--- src/rtl/sfx_pkg.sv ---
// Shared types and helpers for the sound-effect scheduler.
package sfx_pkg;

  typedef enum logic [1:0] {SFX_NONE, SFX_JUMP, SFX_WIN, SFX_LOSE} sfx_id_t;
  typedef enum logic [1:0] {S_IDLE, S_PLAY, S_GAP} sfx_state_t;

  // Pending-bit positions inside the 3-bit pend vector.
  localparam int unsigned PendJump = 0;
  localparam int unsigned PendWin  = 1;
  localparam int unsigned PendLose = 2;

  function automatic int unsigned sfx_max(int unsigned a, int unsigned b);
    return (a > b) ? a : b;
  endfunction

  // Highest-priority pending effect: LOSE > WIN > JUMP.
  function automatic sfx_id_t sfx_prio(logic [2:0] pend);
    if (pend[PendLose]) return SFX_LOSE;
    if (pend[PendWin])  return SFX_WIN;
    if (pend[PendJump]) return SFX_JUMP;
    return SFX_NONE;
  endfunction

endpackage

--- src/rtl/sfx_scheduler_if.sv ---
// Game-event / generator-side signal bundle for sfx_scheduler.
// master: game logic and tone generators; slave: the scheduler.
interface sfx_scheduler_if;

  logic jump_forward;
  logic jump_backward;
  logic jump_right;
  logic jump_left;
  logic win;
  logic lose;
  logic mute;
  logic jump_sound_in;
  logic win_sound_in;
  logic lose_sound_in;
  logic enable_jump;
  logic enable_win;
  logic enable_lose;
  logic [1:0] active_id;
  logic busy;
  logic sound;

  modport master (
    output jump_forward, jump_backward, jump_right, jump_left, win, lose, mute,
    output jump_sound_in, win_sound_in, lose_sound_in,
    input  enable_jump, enable_win, enable_lose, active_id, busy, sound
  );

  modport slave (
    input  jump_forward, jump_backward, jump_right, jump_left, win, lose, mute,
    input  jump_sound_in, win_sound_in, lose_sound_in,
    output enable_jump, enable_win, enable_lose, active_id, busy, sound
  );

endinterface

--- src/rtl/sfx_duration_timer.sv ---
// Loadable down-counter shared by the PLAY and GAP phases; saturates at zero.
module sfx_duration_timer #(
  parameter int unsigned Width = 8
) (
  input  logic             clk,
  input  logic             reset,
  input  logic             load,
  input  logic [Width-1:0] load_val,
  input  logic             dec,
  output logic             zero
);

  logic [Width-1:0] count_q;

  // Load has priority over decrement; decrement stops at zero.
  always_ff @(posedge clk) begin
    if (reset) begin
      count_q <= '0;
    end else if (load) begin
      count_q <= load_val;
    end else if (dec && (count_q != '0)) begin
      count_q <= count_q - 1'b1;
    end
  end

  assign zero = (count_q == '0);

endmodule

--- src/rtl/sfx_scheduler.sv ---
// Sound-effect scheduler: edge-detects game events, pends them, plays one effect
// at a time by priority with a silent gap after each, and muxes the tone output.
// Optional feature macro: SFX_PREEMPT_EN (higher-priority pending effect aborts playback).
module sfx_scheduler
  import sfx_pkg::*;
#(
  parameter int unsigned JUMP_CYCLES = 2_500_000,
  parameter int unsigned WIN_CYCLES  = 25_000_000,
  parameter int unsigned LOSE_CYCLES = 25_000_000,
  parameter int unsigned GAP_CYCLES  = 250_000
) (
  input  logic clk,
  input  logic reset,
  sfx_scheduler_if.slave bus
);

  localparam int unsigned MaxDur =
    sfx_max(sfx_max(JUMP_CYCLES, WIN_CYCLES), sfx_max(LOSE_CYCLES, GAP_CYCLES));
  localparam int unsigned CntW = $clog2(MaxDur + 1);

`ifdef SFX_PREEMPT_EN
  localparam bit PreemptEn = 1'b1;
`else
  localparam bit PreemptEn = 1'b0;
`endif

  logic [3:0] dir_now, dir_q;
  logic       win_q, lose_q;
  logic       jump_evt, win_evt, lose_evt;

  sfx_state_t state_q, state_d;
  sfx_id_t    cur_q, cur_d;
  sfx_id_t    top;
  logic [2:0] pend_q, pend_d, pend_clr;
  logic       absorb_jump;
  logic       preempt;

  logic            tmr_load, tmr_dec, tmr_zero;
  logic [CntW-1:0] tmr_val;

  function automatic logic [CntW-1:0] dur_m1(sfx_id_t id);
    unique case (id)
      SFX_JUMP: return CntW'(JUMP_CYCLES - 1);
      SFX_WIN:  return CntW'(WIN_CYCLES - 1);
      SFX_LOSE: return CntW'(LOSE_CYCLES - 1);
      default:  return '0;
    endcase
  endfunction

  // Dispatching WIN or LOSE also discards a waiting jump.
  function automatic logic [2:0] clr_mask(sfx_id_t id);
    unique case (id)
      SFX_JUMP: return 3'b001;
      SFX_WIN:  return 3'b011;
      SFX_LOSE: return 3'b101;
      default:  return 3'b000;
    endcase
  endfunction

  assign dir_now  = {bus.jump_forward, bus.jump_backward, bus.jump_right, bus.jump_left};
  assign jump_evt = |(dir_now & ~dir_q);
  assign win_evt  = bus.win & ~win_q;
  assign lose_evt = bus.lose & ~lose_q;

  // Input history; reset also loads live levels so held inputs never look like events.
  always_ff @(posedge clk) begin
    dir_q  <= dir_now;
    win_q  <= bus.win;
    lose_q <= bus.lose;
  end

  sfx_duration_timer #(
    .Width (CntW)
  ) u_timer (
    .clk      (clk),
    .reset    (reset),
    .load     (tmr_load),
    .load_val (tmr_val),
    .dec      (tmr_dec),
    .zero     (tmr_zero)
  );

  // Next-state: dispatch, play/retrigger/preempt, gap, and pend bookkeeping.
  always_comb begin
    state_d     = state_q;
    cur_d       = cur_q;
    pend_clr    = '0;
    absorb_jump = 1'b0;
    tmr_load    = 1'b0;
    tmr_val     = '0;
    tmr_dec     = 1'b0;
    top         = sfx_prio(pend_q);
    preempt     = PreemptEn && (top > cur_q);

    unique case (state_q)
      S_IDLE: begin
        if (top != SFX_NONE) begin
          state_d  = S_PLAY;
          cur_d    = top;
          tmr_load = 1'b1;
          tmr_val  = dur_m1(top);
          pend_clr = clr_mask(top);
        end
      end
      S_PLAY: begin
        if (preempt) begin
          cur_d    = top;
          tmr_load = 1'b1;
          tmr_val  = dur_m1(top);
          pend_clr = clr_mask(top);
        end else if (jump_evt && (cur_q == SFX_JUMP)) begin
          // Retrigger extends the running jump instead of queueing another.
          absorb_jump = 1'b1;
          tmr_load    = 1'b1;
          tmr_val     = CntW'(JUMP_CYCLES - 1);
        end else if (tmr_zero) begin
          state_d  = S_GAP;
          cur_d    = SFX_NONE;
          tmr_load = 1'b1;
          tmr_val  = CntW'(GAP_CYCLES - 1);
        end else begin
          tmr_dec = 1'b1;
        end
      end
      S_GAP: begin
        if (tmr_zero) begin
          state_d = S_IDLE;
        end else begin
          tmr_dec = 1'b1;
        end
      end
      default: begin
        state_d = S_IDLE;
        cur_d   = SFX_NONE;
      end
    endcase

    // New events are applied after dispatch clears, so a same-edge event survives.
    pend_d = (pend_q & ~pend_clr) | {lose_evt, win_evt, jump_evt & ~absorb_jump};
  end

  // State, active effect and pend registers.
  always_ff @(posedge clk) begin
    if (reset) begin
      state_q <= S_IDLE;
      cur_q   <= SFX_NONE;
      pend_q  <= '0;
    end else begin
      state_q <= state_d;
      cur_q   <= cur_d;
      pend_q  <= pend_d;
    end
  end

  // cur_q is SFX_NONE outside PLAY, so the enables decode straight from it.
  always_comb begin
    bus.enable_jump = (cur_q == SFX_JUMP);
    bus.enable_win  = (cur_q == SFX_WIN);
    bus.enable_lose = (cur_q == SFX_LOSE);
    bus.active_id   = cur_q;
    bus.busy        = (state_q != S_IDLE) || (|pend_q);
    bus.sound       = ~bus.mute & ((bus.enable_jump & bus.jump_sound_in) |
                                   (bus.enable_win  & bus.win_sound_in)  |
                                   (bus.enable_lose & bus.lose_sound_in));
  end

endmodule

--- src/flat_wrapper.sv ---
// flat-port wrapper written by rule: the top's interface ports become plain ports
module sfx_scheduler_flat import sfx_pkg::*;
#(
  parameter int unsigned JUMP_CYCLES = 2_500_000,
  parameter int unsigned WIN_CYCLES  = 25_000_000,
  parameter int unsigned LOSE_CYCLES = 25_000_000,
  parameter int unsigned GAP_CYCLES  = 250_000
)
  (clk, reset, bus_jump_forward, bus_jump_backward, bus_jump_right, bus_jump_left, bus_win, bus_lose, bus_mute, bus_jump_sound_in, bus_win_sound_in, bus_lose_sound_in, bus_enable_jump, bus_enable_win, bus_enable_lose, bus_active_id, bus_busy, bus_sound);
  sfx_scheduler_if bus_i ();
  input  logic clk;
  input  logic reset;
  input wire logic [$bits(bus_i.jump_forward)-1:0] bus_jump_forward;
  input wire logic [$bits(bus_i.jump_backward)-1:0] bus_jump_backward;
  input wire logic [$bits(bus_i.jump_right)-1:0] bus_jump_right;
  input wire logic [$bits(bus_i.jump_left)-1:0] bus_jump_left;
  input wire logic [$bits(bus_i.win)-1:0] bus_win;
  input wire logic [$bits(bus_i.lose)-1:0] bus_lose;
  input wire logic [$bits(bus_i.mute)-1:0] bus_mute;
  input wire logic [$bits(bus_i.jump_sound_in)-1:0] bus_jump_sound_in;
  input wire logic [$bits(bus_i.win_sound_in)-1:0] bus_win_sound_in;
  input wire logic [$bits(bus_i.lose_sound_in)-1:0] bus_lose_sound_in;
  output wire logic [$bits(bus_i.enable_jump)-1:0] bus_enable_jump;
  output wire logic [$bits(bus_i.enable_win)-1:0] bus_enable_win;
  output wire logic [$bits(bus_i.enable_lose)-1:0] bus_enable_lose;
  output wire logic [$bits(bus_i.active_id)-1:0] bus_active_id;
  output wire logic [$bits(bus_i.busy)-1:0] bus_busy;
  output wire logic [$bits(bus_i.sound)-1:0] bus_sound;
  assign bus_i.jump_forward = bus_jump_forward;
  assign bus_i.jump_backward = bus_jump_backward;
  assign bus_i.jump_right = bus_jump_right;
  assign bus_i.jump_left = bus_jump_left;
  assign bus_i.win = bus_win;
  assign bus_i.lose = bus_lose;
  assign bus_i.mute = bus_mute;
  assign bus_i.jump_sound_in = bus_jump_sound_in;
  assign bus_i.win_sound_in = bus_win_sound_in;
  assign bus_i.lose_sound_in = bus_lose_sound_in;
  assign bus_enable_jump = bus_i.enable_jump;
  assign bus_enable_win = bus_i.enable_win;
  assign bus_enable_lose = bus_i.enable_lose;
  assign bus_active_id = bus_i.active_id;
  assign bus_busy = bus_i.busy;
  assign bus_sound = bus_i.sound;
  sfx_scheduler #(.JUMP_CYCLES(JUMP_CYCLES), .WIN_CYCLES(WIN_CYCLES), .LOSE_CYCLES(LOSE_CYCLES), .GAP_CYCLES(GAP_CYCLES)) u_core (.clk(clk), .reset(reset), .bus(bus_i));
endmodule
--- config.mk ---
export PLATFORM = sky130hd
export DESIGN_NAME = sfx_scheduler_flat
export DESIGN_NICKNAME = d
export VERILOG_FILES = /design/src/rtl/sfx_pkg.sv /design/src/rtl/sfx_scheduler_if.sv /design/src/rtl/sfx_duration_timer.sv /design/src/rtl/sfx_scheduler.sv /design/src/flat_wrapper.sv
export SDC_FILE = /design/constraint.sdc
export NUM_CORES = 1
export LEC_CHECK = 0
export ABC_AREA = 0
export CORE_MARGIN = 2
export CORE_UTILIZATION = 60
export CTS_BUF_LIST = sky130_fd_sc_hd__clkbuf_4 sky130_fd_sc_hd__clkbuf_8
export CTS_CLUSTER_DIAMETER = 100
export DETAILED_ROUTE_END_ITERATION = 16
export HOLD_SLACK_MARGIN = 0.02
export PLACE_DENSITY = 0.9
export RECOVER_POWER = 25
export SYNTH_ARGS = -nofsm -noshare
export SYNTH_HDL_FRONTEND = slang
export SYNTH_SLANG_ARGS = --single-unit
--- constraint.sdc ---
create_clock -name clk -period 2.7 [get_ports clk]
set_input_delay 0.54 -clock clk [delete_from_list [all_inputs] [get_ports clk]]
set_output_delay 0.54 -clock clk [all_outputs]
set_load 0.005 [all_outputs]
# Word level (Yosys, flattened, before mapping)
# Index checks and enable logic that the tools add are counted.
# word_totals
register_bits	38
word_cells	92
out_inout_bits	7
input_bits	12
# classes
n_bitwise	19
addsub	1
n_mux	39
n_reduce_logical	14
eq_ne	12
# ops
operator	count
$mux W25	4
$pmux W25 S2	2
$logic_not A25 Y1	1
$reduce_bool A25 Y1	1
$sub A25 B1 Y25 const B	1
$mux W2	12
$mux W18	1
$mux W1	13
$pmux W2 S3	2
$eq A2 B2 Y1 const B	5
$pmux W3 S3	1
$reduce_and A4 Y1	2
$and A1 B1 Y1	7
$eq A2 B1 Y1 const B	3
$mux W3	2
$ne A2 B1 Y1 const B	3
$reduce_bool A2 Y1	3
$not A1 Y1	5
$and A4 B4 Y4	1
$not A4 Y4	1
$pmux W1 S2	2
$reduce_or A4 Y1	1
$and A3 B3 Y3	1
$not A3 Y3	1
8 further kinds	10

# Depth between registers and ports, before layout
# Gate-level depths: netlist of the first run.
# depth
depth_word	14
mapped_depth	10

# Hierarchy
# From an unflattened synthesis of the first run, not the netlist that was laid out.
# unflattened
cells_unflattened	268
hier_area_um2	2218.4
# by_module_without_submodules
mod	cells_per_inst	area_per_inst_um2	n_inst	seq_area_each_um2
sfx_duration_timer	191	1525.2	1	500.5
sfx_scheduler	77	693.2	1	260.2

# Least setup slack after synthesis of the first run
# No wires, ideal clock.
# synth_path
path_kind	reg-to-reg
start	register u_core.u_timer.count_q[0]
end	register u_core.u_timer.count_q[22]
t_arrival_ns	1.946
slack_ns	0.624
path_stages_with_launch	10
required_time_ns	2.570
setup_time_ns	0.130
synth_period_minus_slack_ns	2.076
cell_sequence	dfxtp_1 > inv_1 > ha_1 > nor4b_1 > nand4b_1 > o21ai_2 > nor2_2 > buf_2 > o21ai_1 > o211ai_2
# synth_via
elab_chain_cells	6
# synth_rtl
element	line	text
from (decl)	sfx_duration_timer.sv:13	logic [Width-1:0] count_q;
from (signal assigned)	sfx_duration_timer.sv:20	count_q <= load_val;
from (signal assigned)	sfx_duration_timer.sv:22	count_q <= count_q - 1'b1;
branches (longest 6 deep; another with $sub A25 B1 Y25)	-	
# Several ways; the timed one is not identified. The select of a mux whose other input is x is not followed.
# A chain may end at the register's enable or synchronous reset.

==> flow_metrics.tcl, run 1 <==
set metrics [dict create \
    crit_type "input pin to flip-flop" \
    utilization_pct 74.27 \
    leakagePower_nw 0.9916 \
    start_util_pct 62.51 \
    netlist_area_um2 2288 \
    fill_cells 250 \
    htreeDepth 2 \
    postSynthNetCount 304 \
    path_cells "dlygate4sd3_1, clkbuf_1, nor2_1, nand3_1, o211ai_2" \
    ys_warn_count 0 \
    track_usage_pct 32.02 \
    cts_buffers 5 \
    dp_hpwl_um 4635 \
    crit_arrival_ps 2680 \
    endpoint_kind "flip-flop" \
    period_needed_ps 2552 \
    crit_slowest_cell "clkbuf_1" \
    syn_inst 288 \
    worstMarginPinSlew_ps 1335 \
    final_nets 337 \
    total_power_mw 2.782 \
    antenna_found_initial 0 \
    synthFlopType "dfxtp_1" \
    pre_cts_slack_ps 209.4 \
    core_um2 3661 \
    cts_max_path_buffers 2 \
    syn_avg_cell_area_um2 7.946 \
    rsz0062_at_grt "false" \
    wl_per_cell_um 17.71 \
    ys_seq_elements 38 \
    report.final.slew_viol_count 0 \
    antenna_cells 0 \
    clk_root_buffer_cell "clkbuf_8" \
    clkSlewWorstSetupHoldPaths_ps 70 \
    synth_edf_count 0 \
    place_congestion 0.9843 \
    overflow 0 \
    drc 0 \
    row_count 22 \
    synth.distinct_cells 60 \
    drt_wl_total_um 6516 \
    die_h_um 65.76 \
    finalNonFillerCells 368 \
    fmax_mhz 391.9 \
    viasPerCell 6.652 \
    whs_path_depth 2 \
    tns_ps 0 \
    setup_ws_ps 148.2 \
    status "completed" \
    grt_max_degree 29 \
    io_pins 19 \
    fin_skew_ps 7.631 \
    cts.sinks 38 \
    syn_to_final_growth_pct 18.81 \
    place_inst 360 \
    drt_iter0_drc 340 \
    drv_cap 0 \
    final_cell_mix "dfxtp_1 (38), nor3_1 (22), nor2_1 (21), buf_4 (19), a21oi_1 (18)" \
    finalSetupViolations 0 \
    start_kind "input pin" \
    vias 2448 \
    ant_nets 0 \
    dieArea_um2 4324 \
    finalHoldViolCount 0 \
    io_buffers 18 \
    fp.dieW_um 65.76 \
    r2r_cells 6 \
    grt_pass1_vias 2269 \
    layout_commonest_cell "dfxtp_1" \
    relSlewSlack_pct 10.98 \
    clock_latency_ps 290 \
    cp.required_ps 2830 \
    grt_pass1_wl_um 10590 \
    hold_path.class "flip-flop to flip-flop" \
    min_period_over_period_pct 94.51 \
    max_stage_delay_ps 990 \
    drive_gt1_share_pct 13.13 \
    crit_fanout 28 \
    first_pass_iters 5 \
    async_flop_share_pct 0 \
    tritoncts "built" \
    yosysSeqAreaShare_pct 33.24 \
    power_density_nw_per_um2 1023 \
    ir_drop_uv 526.5 \
]
## layout make-up
class	count	area [um^2]	share of cell area, %
clock buffers	6	82.58	3.037
well taps	48	60.06	2.209
multi-input cells	220	1421	52.28
inverters	18	67.56	2.485
repair buffers	38	326.6	12.01
flip-flops and latches	38	760.7	27.98
## path summary, 6_finish.rpt
kind	from	endpoint	slack, ps
setup / recovery	reset	u_core.u_timer.count_q[22]$_SDFFE_PP0P_	150
hold / removal	u_core.u_timer.count_q[24]$_SDFFE_PP0P_	u_core.u_timer.count_q[24]$_SDFFE_PP0P_	480
setup reg to reg	u_core.u_timer.count_q[16]$_SDFFE_PP0P_	u_core.u_timer.count_q[4]$_SDFFE_PP0P_	230
hold reg to reg	u_core.u_timer.count_q[24]$_SDFFE_PP0P_	u_core.u_timer.count_q[24]$_SDFFE_PP0P_	480
## per-stage QoR
stage / hold slack (ps) / area [um^2]
after floorplan: 447.2 / 2288
after global placement: 462.2 / 2611
after detailed placement: 479.2 / 2611
after CTS: 488.8 / 2694
after global routing: 508.9 / 2719
final: 480.0 / 2719
## metal layers
layer | vias up | part of all wire, % | global-route usage, %
met5 | - | 0 | 0
li1 | 1160 | - | -
met3 | 20 | 10 | 6.678
met1 | 1111 | 41 | 42.35
met2 | 157 | 45 | 49.37
met4 | 0 | 2.9 | 15.63
## synthesized netlist by cell type, drive strengths merged, types with 2 or more instances
cell	number	share of area, %
a41oi	3	1.1
nand3	13	3.1
nand4	3	0.82
o2bb2ai	2	0.77
inv	17	2.8
a211oi	3	0.98
nand2b	9	2.5
nand2	16	2.6
nor4	12	3.6
o31ai	6	2.6
a221oi	3	1.1
nand4b	2	0.77
a32o	2	0.87
mux2i	2	0.87
or2	4	1.1
a21oi	18	3.9
o22ai	4	1.1
nor2	22	3.7
or4	7	2.5
o211ai	3	1.2
or3	4	1.1
a41o	2	0.87
clkbuf	7	1.2
o21a	2	0.66
xnor2	6	2.3
dfxtp	38	33
and3	2	0.55
o21ai	17	4.2
nor3	22	4.8
buf	5	1.1
ha	4	2.2
a22oi	2	0.66
a31oi	9	2.5
## flip-flops by register name, indices dropped and copies added (netlist names)
name / flops
u_core.lose_q: 1
u_core.state_q: 2
u_core.dir_q: 4
u_core.u_timer.count_q: 25
u_core.bus.active_id: 2
u_core.win_q: 1
u_core.pend_q: 3
## where the power goes
part           switching [mW]  total [mW]  internal [mW]
Combinational           0.873        1.51          0.638
Sequential              0.189       0.891          0.703
Clock                   0.183       0.380          0.197
Total                    1.24        2.78           1.54
## worst max-delay path, delay by kind of cell
kind	cells	cell delay, ps
AOI/OAI and AO/OA	1	100
buffers and inverters	2	1540
and+or+nand+nor	2	500
## repair_timing
item	CTS	global route
hold buffers	0	0
setup buffers	0	2
endpoints found under the setup margin	0	9
gates resized for setup	0	3
endpoints found under the hold margin	0	0
## cells by family after synthesis
| logic type | after synthesis | synth area share, % |
|---|---|---|
| compound gates | 82 | 25.26 |
| fa+ha+maj | 4 | 2.187 |
| mux | 3 | 1.367 |
| xor+xnor | 6 | 2.296 |
| simple gates | 125 | 30.40 |
| buf+inv | 30 | 5.248 |
| flops | 38 | 33.24 |
Power figures use the tool's default switching activity.
==> run 2: changes to the inputs <==
Settings changed: CORE_MARGIN 2 to 10, SLEW_MARGIN set to 20.
==> run 2 against run 1 <==
Compared with the run above:
- critical path depth fell by 1
- sequential share of layout area increased by 0.25 points
- hold slack improved by 13 ps
- maximum frequency rose by 0.31%
- wire length grew 4.7%
- final area decreased by 0.87%
- power shrank 0.45%
- count of clock-buffer cells in the layout rose by 1
- sequential power hardly changed
==> flow_metrics.tcl, run 2 (synthesis gave the netlist of run 1 again) <==
set metrics [dict create \
    cts_buffers 5 \
    antenna_found_initial 0 \
    dieArea_um2 6685 \
    drt_iter0_drc 392 \
    leakagePower_nw 0.9815 \
    crit_arrival_ps 2730 \
    tritoncts "built" \
    dp_hpwl_um 5033 \
    status "completed" \
    io_pins 19 \
    grt_pass1_vias 2360 \
    track_usage_pct 21.09 \
    path_cells "dlygate4sd3_1, clkbuf_1, nor2_1, a32o_1" \
    core_um2 3689 \
    syn_to_final_growth_pct 17.77 \
    htreeDepth 2 \
    fill_cells 272 \
    overflow 0 \
    report.final.slew_viol_count 0 \
    clkSlewWorstSetupHoldPaths_ps 80 \
    clk_root_buffer_cell "clkbuf_8" \
    grt_max_degree 28 \
    grt_pass1_wl_um 11290 \
    layout_commonest_cell "dfxtp_1" \
    fin_skew_ps 13.17 \
    max_stage_delay_ps 980 \
    row_count 22 \
    first_pass_iters 5 \
    fmax_mhz 393.1 \
    drv_cap 0 \
    place_congestion 0.9248 \
    drive_gt1_share_pct 12.26 \
    finalSetupViolations 0 \
    final_nets 333 \
    drc 0 \
    cts_max_path_buffers 2 \
    drt_wl_total_um 6824 \
    cts.sinks 38 \
    cp.required_ps 2880 \
    clock_latency_ps 300 \
    crit_slowest_cell "clkbuf_1" \
    wl_per_cell_um 18.64 \
    viasPerCell 6.847 \
    io_buffers 18 \
    tns_ps 0 \
    antenna_cells 0 \
    final_area_um2 2695 \
    regMostFlops "u_core.u_timer.count_q" \
    endpoint_kind "flip-flop" \
    crit_type "input pin to flip-flop" \
    period_needed_ps 2544 \
    worstMarginPinSlew_ps 1319 \
    hold_ws_ps 492.6 \
    die_h_um 81.76 \
    min_period_over_period_pct 94.21 \
    ir_drop_uv 539.3 \
    crit_fanout 27 \
    ant_nets 0 \
    finalHoldViolCount 0 \
    vias 2506 \
    top_regs "u_core.u_timer.count_q: 25 flops, u_core.dir_q: 4 flops, u_core.pend_q: 3 flops" \
    final_cell_mix "dfxtp_1 (38), nor3_1 (22), nor2_1 (21), a21oi_1 (18), inv_1 (17)" \
    start_util_pct 62.04 \
    start_kind "input pin" \
    largest_reg_flops 25 \
    hold_path.class "flip-flop to flip-flop" \
    fp.dieW_um 81.76 \
    relSlewSlack_pct 12.10 \
    dpl-instance-area_um2 2596 \
    rsz0062_at_grt "false" \
    post_cts_buffers 0 \
    power_density_nw_per_um2 1028 \
]
run 2: cell type report:
cell class | instances | area [um^2] | area share [%]
flip-flops and latches | 38 | 760.7 | 28.23
clock buffers | 7 | 90.09 | 3.343
clock inverters | 1 | 5.005 | 0.1857
well taps | 48 | 60.06 | 2.228
multi-input cells | 220 | 1415 | 52.51
inverters | 18 | 67.56 | 2.507
repair buffers | 34 | 296.5 | 11.00
run 2: routing by layer:
metal  routed length (um)  vias to the layer above  share of wire, %  GRT usage, %
li1                     -                     1149                 -             -
met1                 2674                     1160                39         25.41
met2                 3247                      167                48         34.95
met3                  724                       30                11         5.786
met4                  178                        0               2.6         7.993
met5                    0                        -                 0             0
run 2: report_power, final:
group          total (mW)  internal [mW]  switching [mW]
Combinational        1.45          0.597           0.855
Sequential          0.892          0.702           0.189
Clock               0.426          0.216           0.210
run 2: metrics by stage:
stage | utilization [%] | power, mW | std cells | setup slack (ps)
after floorplan | - | 1.823 | 288 | 623.6
after global placement | 70.39 | 2.245 | 358 | 242.4
after detailed placement | 70.39 | 2.301 | 358 | 144.6
after CTS | 72.96 | 2.726 | 366 | 66.19
after global routing | 73.07 | 2.934 | 366 | 39.18
final | 73.07 | 2.770 | 366 | 156.2
run 2: repair_timing:
action                                  CTS  global route
endpoints found under the hold margin     0             0
hold buffers                              0             0
gates resized for setup                   0             2
endpoints found under the setup margin    0            16
run 2: path summary, 6_finish.rpt:
check                                                              from                                       to  slack [ps]  cells after the start
worst max-delay path                                              reset  u_core.u_timer.count_q[11]$_SDFFE_PP0P_         160                      4
worst min-delay path            u_core.u_timer.count_q[24]$_SDFFE_PP0P_  u_core.u_timer.count_q[24]$_SDFFE_PP0P_         490                      2
worst max register to register   u_core.u_timer.count_q[0]$_SDFFE_PP0P_     u_core.bus.active_id[0]$_SDFFE_PP0P_         200                      8
worst min register to register  u_core.u_timer.count_q[24]$_SDFFE_PP0P_  u_core.u_timer.count_q[24]$_SDFFE_PP0P_         490                      2
run 2: critical path: cells and delay by family:
kind,cells,cell delay [ps]
AND/OR/NAND/NOR,1,260
buffers and inverters,2,1590
AO/OA/AOI/OAI,1,330
